File: src/rtl/riscy_mem_pkg.sv
// Shared encodings for the load/store unit: access sizes, FSM states and
// the alignment rule used when a request is accepted.
package riscy_mem_pkg;

  localparam logic [1:0] SZ_B = 2'd0;
  localparam logic [1:0] SZ_H = 2'd1;
  localparam logic [1:0] SZ_W = 2'd2;

  typedef enum logic [1:0] {
    ST_IDLE = 2'd0,
    ST_RD   = 2'd1,
    ST_EXT  = 2'd2,
    ST_WR   = 2'd3
  } lsu_state_t;

  // Size 3 is never legal, so it is folded into the misalignment test.
  function automatic logic is_misaligned(input logic [1:0] size, input logic [1:0] lo);
    logic bad;
    bad = 1'b0;
    case (size)
      SZ_B:    bad = 1'b0;
      SZ_H:    bad = lo[0];
      SZ_W:    bad = (lo != 2'b00);
      default: bad = 1'b1;
    endcase
    return bad;
  endfunction

endpackage

File: src/rtl/lsu_lane.sv
// Combinational lane logic: little-endian extraction with sign/zero extension
// for loads, and lane merge of right-aligned store data into a RAM word.
module lsu_lane
  import riscy_mem_pkg::*;
(
  input  logic [31:0] i_word,
  input  logic [1:0]  i_lane,
  input  logic [1:0]  i_size,
  input  logic        i_unsigned,
  input  logic [31:0] i_wdata,
  output logic [31:0] o_rdata,
  output logic [31:0] o_merged
);

  logic signed [7:0]  w_byte;
  logic signed [15:0] w_half;

  assign w_byte = i_word[{i_lane, 3'b000} +: 8];
  assign w_half = i_word[{i_lane[1], 4'b0000} +: 16];

  function automatic logic [31:0] extend_byte(input logic signed [7:0] v, input logic zext);
    logic signed [31:0] s;
    s = 32'(v);
    return zext ? {24'd0, v} : s;
  endfunction

  function automatic logic [31:0] extend_half(input logic signed [15:0] v, input logic zext);
    logic signed [31:0] s;
    s = 32'(v);
    return zext ? {16'd0, v} : s;
  endfunction

  always_comb begin
    o_rdata = i_word;
    case (i_size)
      SZ_B:    o_rdata = extend_byte(w_byte, i_unsigned);
      SZ_H:    o_rdata = extend_half(w_half, i_unsigned);
      default: o_rdata = i_word;
    endcase
  end

  always_comb begin
    o_merged = i_word;
    case (i_size)
      SZ_B:    o_merged[{i_lane, 3'b000} +: 8]    = i_wdata[7:0];
      SZ_H:    o_merged[{i_lane[1], 4'b0000} +: 16] = i_wdata[15:0];
      default: o_merged = i_wdata;
    endcase
  end

endmodule

File: src/rtl/lsu.sv
// Load/store unit in front of a synchronous word RAM: word stores write
// directly, loads read then extract, sub-word stores read-modify-write.
module lsu
  import riscy_mem_pkg::*;
#(
  parameter int AW = 12
) (
  input  logic          clk,
  input  logic          rst,
  input  logic          req_valid,
  output logic          req_ready,
  input  logic          req_write,
  input  logic [1:0]    req_size,
  input  logic          req_unsigned,
  input  logic [AW+1:0] req_addr,
  input  logic [31:0]   req_wdata,
  output logic          resp_valid,
  output logic          resp_err,
  output logic [31:0]   resp_rdata,
  output logic          ram_write,
  output logic [AW-1:0] ram_addr,
  output logic [31:0]   ram_data,
  input  logic [31:0]   ram_out
);

  lsu_state_t    r_state, w_state_nxt;
  logic          r_ram_write, w_ram_write_nxt;
  logic [AW-1:0] r_ram_addr, w_ram_addr_nxt;
  logic [31:0]   r_ram_data, w_ram_data_nxt;
  logic          r_resp_valid, w_resp_valid_nxt;
  logic          r_resp_err, w_resp_err_nxt;
  logic [31:0]   r_resp_rdata, w_resp_rdata_nxt;

  logic [1:0]    r_size, r_lane;
  logic          r_unsigned, r_write;
  logic [31:0]   r_wdata;

  logic          w_accept;
  logic [31:0]   w_ext_rdata, w_merged;

  assign req_ready  = (r_state == ST_IDLE);
  assign w_accept   = req_valid && req_ready;

  assign resp_valid = r_resp_valid;
  assign resp_err   = r_resp_err;
  assign resp_rdata = r_resp_rdata;
  assign ram_write  = r_ram_write;
  assign ram_addr   = r_ram_addr;
  assign ram_data   = r_ram_data;

  lsu_lane u_lane (
    .i_word     (ram_out),
    .i_lane     (r_lane),
    .i_size     (r_size),
    .i_unsigned (r_unsigned),
    .i_wdata    (r_wdata),
    .o_rdata    (w_ext_rdata),
    .o_merged   (w_merged)
  );

  always_comb begin
    w_state_nxt      = r_state;
    w_ram_write_nxt  = 1'b0;
    w_ram_addr_nxt   = r_ram_addr;
    w_ram_data_nxt   = r_ram_data;
    w_resp_valid_nxt = 1'b0;
    w_resp_err_nxt   = 1'b0;
    w_resp_rdata_nxt = r_resp_rdata;
    case (r_state)
      ST_IDLE: begin
        if (w_accept) begin
          if (is_misaligned(req_size, req_addr[1:0])) begin
            w_resp_valid_nxt = 1'b1;
            w_resp_err_nxt   = 1'b1;
            w_resp_rdata_nxt = 32'd0;
          end else if (req_write && (req_size == SZ_W)) begin
            w_ram_addr_nxt  = req_addr[AW+1:2];
            w_ram_data_nxt  = req_wdata;
            w_ram_write_nxt = 1'b1;
            w_state_nxt     = ST_WR;
          end else begin
            w_ram_addr_nxt  = req_addr[AW+1:2];
            w_state_nxt     = ST_RD;
          end
        end
      end
      ST_RD: w_state_nxt = ST_EXT;
      ST_EXT: begin
        // ram_out now holds the addressed word; either merge it or return it.
        if (r_write) begin
          w_ram_data_nxt  = w_merged;
          w_ram_write_nxt = 1'b1;
          w_state_nxt     = ST_WR;
        end else begin
          w_resp_valid_nxt = 1'b1;
          w_resp_rdata_nxt = w_ext_rdata;
          w_state_nxt      = ST_IDLE;
        end
      end
      ST_WR: begin
        w_resp_valid_nxt = 1'b1;
        w_resp_rdata_nxt = 32'd0;
        w_state_nxt      = ST_IDLE;
      end
      default: w_state_nxt = ST_IDLE;
    endcase
  end

  // Stage boundary: FSM state and all externally visible outputs.
  always_ff @(posedge clk) begin
    if (rst) begin
      r_state      <= ST_IDLE;
      r_ram_write  <= 1'b0;
      r_ram_addr   <= '0;
      r_ram_data   <= 32'd0;
      r_resp_valid <= 1'b0;
      r_resp_err   <= 1'b0;
      r_resp_rdata <= 32'd0;
    end else begin
      r_state      <= w_state_nxt;
      r_ram_write  <= w_ram_write_nxt;
      r_ram_addr   <= w_ram_addr_nxt;
      r_ram_data   <= w_ram_data_nxt;
      r_resp_valid <= w_resp_valid_nxt;
      r_resp_err   <= w_resp_err_nxt;
      r_resp_rdata <= w_resp_rdata_nxt;
    end
  end

  // Stage boundary: request fields held for the duration of the access.
  always_ff @(posedge clk) begin
    if (w_accept) begin
      r_write    <= req_write;
      r_size     <= req_size;
      r_unsigned <= req_unsigned;
      r_lane     <= req_addr[1:0];
      r_wdata    <= req_wdata;
    end
  end

endmodule

File: config.mk
export PLATFORM = sky130hd
export DESIGN_NAME = lsu
export DESIGN_NICKNAME = d
export VERILOG_FILES = /design/src/rtl/riscy_mem_pkg.sv /design/src/rtl/lsu_lane.sv /design/src/rtl/lsu.sv
export SDC_FILE = /design/constraint.sdc
export NUM_CORES = 1
export LEC_CHECK = 0
export ABC_AREA = 0
export ABC_CLOCK_PERIOD_IN_PS = 4400
export BUFFER_PORTS_ARGS = -buffer_cell sky130_fd_sc_hd__buf_4
export CAP_MARGIN = 20
export CORE_ASPECT_RATIO = 0.9
export CORE_UTILIZATION = 55
export CTS_BUF_LIST = sky130_fd_sc_hd__clkbuf_8
export DETAILED_ROUTE_END_ITERATION = 16
export PLACE_DENSITY = 0.83
export SLEW_MARGIN = 20
export SYNTH_ARGS = -nofsm -noshare
export SYNTH_HDL_FRONTEND = slang
export SYNTH_SLANG_ARGS = --single-unit
File: constraint.sdc
create_clock -name clk -period 4.4 [get_ports clk]
set_clock_uncertainty 0.1 [all_clocks]
set_input_delay 0.22 -clock clk [delete_from_list [all_inputs] [get_ports clk]]
set_output_delay 0.22 -clock clk [all_outputs]
set_load 0.02 [all_outputs]
==> flow_summary.toml <==
[sta]
clock.fmax_mhz = 338.6
post-route-period-util_pct = 67.12
hold_violations = 0
worst_slew_pin_slew_ns = 0.9874
slew-limit-headroom_pct = 33.67
period_needed_ns = 2.953
drv_slew = 0
fin_hold_ws_ns = 0.02834
setup_viol = 0
fin_tns_setup_ns = 0
rsz0062_at_grt = "false"

[placement]
gp_congestion = 0.9545
place_hpwl_um = 13340
placed_area_mm2 = 0.007267
portBuffers = 164

[worst_setup_path]
slowest_delay_ns = 0.93
crit_fanout = 22
r2r_start = "r_lane[1]$_DFFE_PP_"
path_cells = "inv_2 > ha_1 > or4_1 > o221ai_1 > a32o_1"
endpoint_kind = "register"
cp_slowest_cell = "edfxtp_1"
required_ns = 4.68
crit_start = "r_lane[1]$_DFFE_PP_"
startpoint_type = "register"
path_class = "register to register"
crit_arrival_ns = 3.23

[hold_path]
min_from = "rst"
hold_path_class = "primary input to register"

[die]
io_pins = 165
chipWidth_um = 112.4
design.core.area_mm2 = 0.01047
die_h_um = 101.4
start_util_pct = 57.64
num_rows = 35
fp.dieArea_mm2 = 0.01139

[route]
top_layer_used = "met4"
post-route-drc-count = 0
dr.pass1.iters = 6
dr_wl_met3_um = 1936
vias = 5958
vias_per_cell = 6.448
route.met2.wl_um = 9106
wl_met1_um = 8289
routed_wl_um = 20010
antenna_left = 0
wl_per_cell_um = 21.65
drtIter0Drc = 701

[clocking]
cts_made_buffers = 17
cts.clk_slew.worst_paths_ns = 0.07
clock_path_buffers = 2
cts.root.buffer_cell = "clkbuf_8"
postCtsSetupBuffers = 0
cts_tree = "done"
worst_skew_pair.late_latency_ns = 0.44
clock-sinks = 119
htree_levels = 4

[grt]
overflow = 0
grtUsageTotal_pct = 36.00
grt_pass1_vias = 5627
grt_antenna_before_repair = 0
grt_max_degree = 51
grt_first_pass_wirelength_um = 30670

[cells_and_area]
drive_gt1_share_pct = 27.80
syn_to_final_growth_pct = 35.65
nets = 872
fin_area_mm2 = 0.008184
fillers = 681
antennaDiodeCount = 0
final-seq-area_mm2 = 0.002763
multi_input_area_mm2 = 0.003013

[yosys]
synth_warnings = 0
syn_nets = 678
seq_area_frac_synth_pct = 45.79
synth_area_mm2 = 0.006033
synth_edf_count = 38
synthTopCellsByArea = "dfxtp_1 (27%), edfxtp_1 (19%), nand2b_1 (6.1%), mux2i_1 (6.0%), a32o_1 (5.1%)"
synth_common_cells = "dfxtp_1 (81), nand2b_1 (59), edfxtp_1 (38), mux2i_1 (36), nand2_1 (35)"
synth_most_common_cell = "dfxtp_1"
avgSynthCellArea_um2 = 10.26
syn_inst = 588
synth_top_cell_by_area = "dfxtp_1"
synth-seq-cells = 119
synth.top_cell.area_share_pct = 26.88
ys_async_sr_fraction_pct = 0
ys_types = 50
synthFlopType = "dfxtp_1"

[power]
leakage_nw = 3.431
power_density_mw_per_mm2 = 347.4
ir_worst_vdd_mv = 0.3398

[flow_run]
cap_violations = 0

[status]
status = "completed"
-- kinds of logic after synthesis --
family,share of synthesized area [%]
flip-flops,45.79
multiplexers,7.653
adder cells (fa/ha/maj),1.037
AND/OR/NAND/NOR,17.36
buffers and inverters,4.583
AO/OA/AOI/OAI,23.58
-- metrics by stage --
stage                     cells  setup slack (ns)  util (%)  power [mW]
final                       924             1.447     78.19       2.843
after global routing        924             1.318     78.19       2.943
after CTS                   924             1.501     78.19       2.833
after detailed placement    842             1.506     69.43       1.760
after global placement      842             1.631     69.43       1.748
after floorplan             588             1.747         -       1.551
-- routing by layer --
metal | GRT usage, % | up-vias
met3 | 8.917 | 57
met2 | 57.48 | 388
met5 | 0 | -
li1 | - | 2644
met1 | 47.18 | 2869
met4 | 15.08 | 0
-- cell type report --
type | count | share of cell area, %
clock inverter | 14 | 2.064
sequential | 119 | 33.76
inverter | 7 | 0.3822
timing repair buffer | 223 | 21.98
multi-input combinational | 414 | 36.81
tap | 129 | 1.972
clock buffer | 18 | 3.027
-- critical path, delay by kind of cell (launching register included) --
kind / cells / cell delay, ns
AND/OR/NAND/NOR: 1 / 0.70
adder cells (fa/ha/maj): 1 / 0.41
flip-flops: 1 / 0.93
AO/OA/AOI/OAI: 2 / 0.46
buffers and inverters: 1 / 0.29
-- state kept, by name, indices dropped and copies added (netlist names) --
name / count
resp_valid: 1
ram_data: 32
ram_addr: 12
r_unsigned: 1
r_wdata: 32
r_size: 2
resp_err: 1
resp_rdata: 32
r_lane: 2
r_write: 1
r_state: 2
ram_write: 1
-- cell usage in the layout (no fill, tap or decap), types with 17 or more instances in the layout --
cell | netlist | routed
dlygate4sd3_1 | 0 | 50
o21ai_0 | 17 | 17
dfxtp_1 | 81 | 81
nor2_1 | 29 | 27
buf_4 | 5 | 173
mux2i_1 | 36 | 36
a32o_1 | 31 | 31
nor2b_1 | 22 | 22
a22o_1 | 17 | 17
clkbuf_8 | 0 | 18
nand2_1 | 35 | 35
nand2b_1 | 59 | 58
edfxtp_1 | 38 | 38
a221oi_1 | 24 | 24
-- power by group --
part / switching [mW] / leakage, nW / internal (mW) / total (mW)
Clock: 0.433 / 0.233 / 0.619 / 1.05
Sequential: 0.0617 / 1.02 / 1.20 / 1.26
Combinational: 0.299 / 2.18 / 0.233 / 0.532
-- what timing repair did --
action	CTS	global route
hold buffers	50	0
hold endpoints to repair	56	0
gates resized for setup	0	0
-- path summary, 6_finish.rpt --
path         slack, ns  depth (start not counted)                   endpoint
min reg2reg       0.36                          2  ram_data[14]$_SDFFE_PP0P_
min               0.03                          2  ram_addr[11]$_SDFFE_PP0P_
max               1.45                          5  ram_data[31]$_SDFFE_PP0P_
max reg2reg       1.45                          5  ram_data[31]$_SDFFE_PP0P_
(Power assumes the default switching activity.)
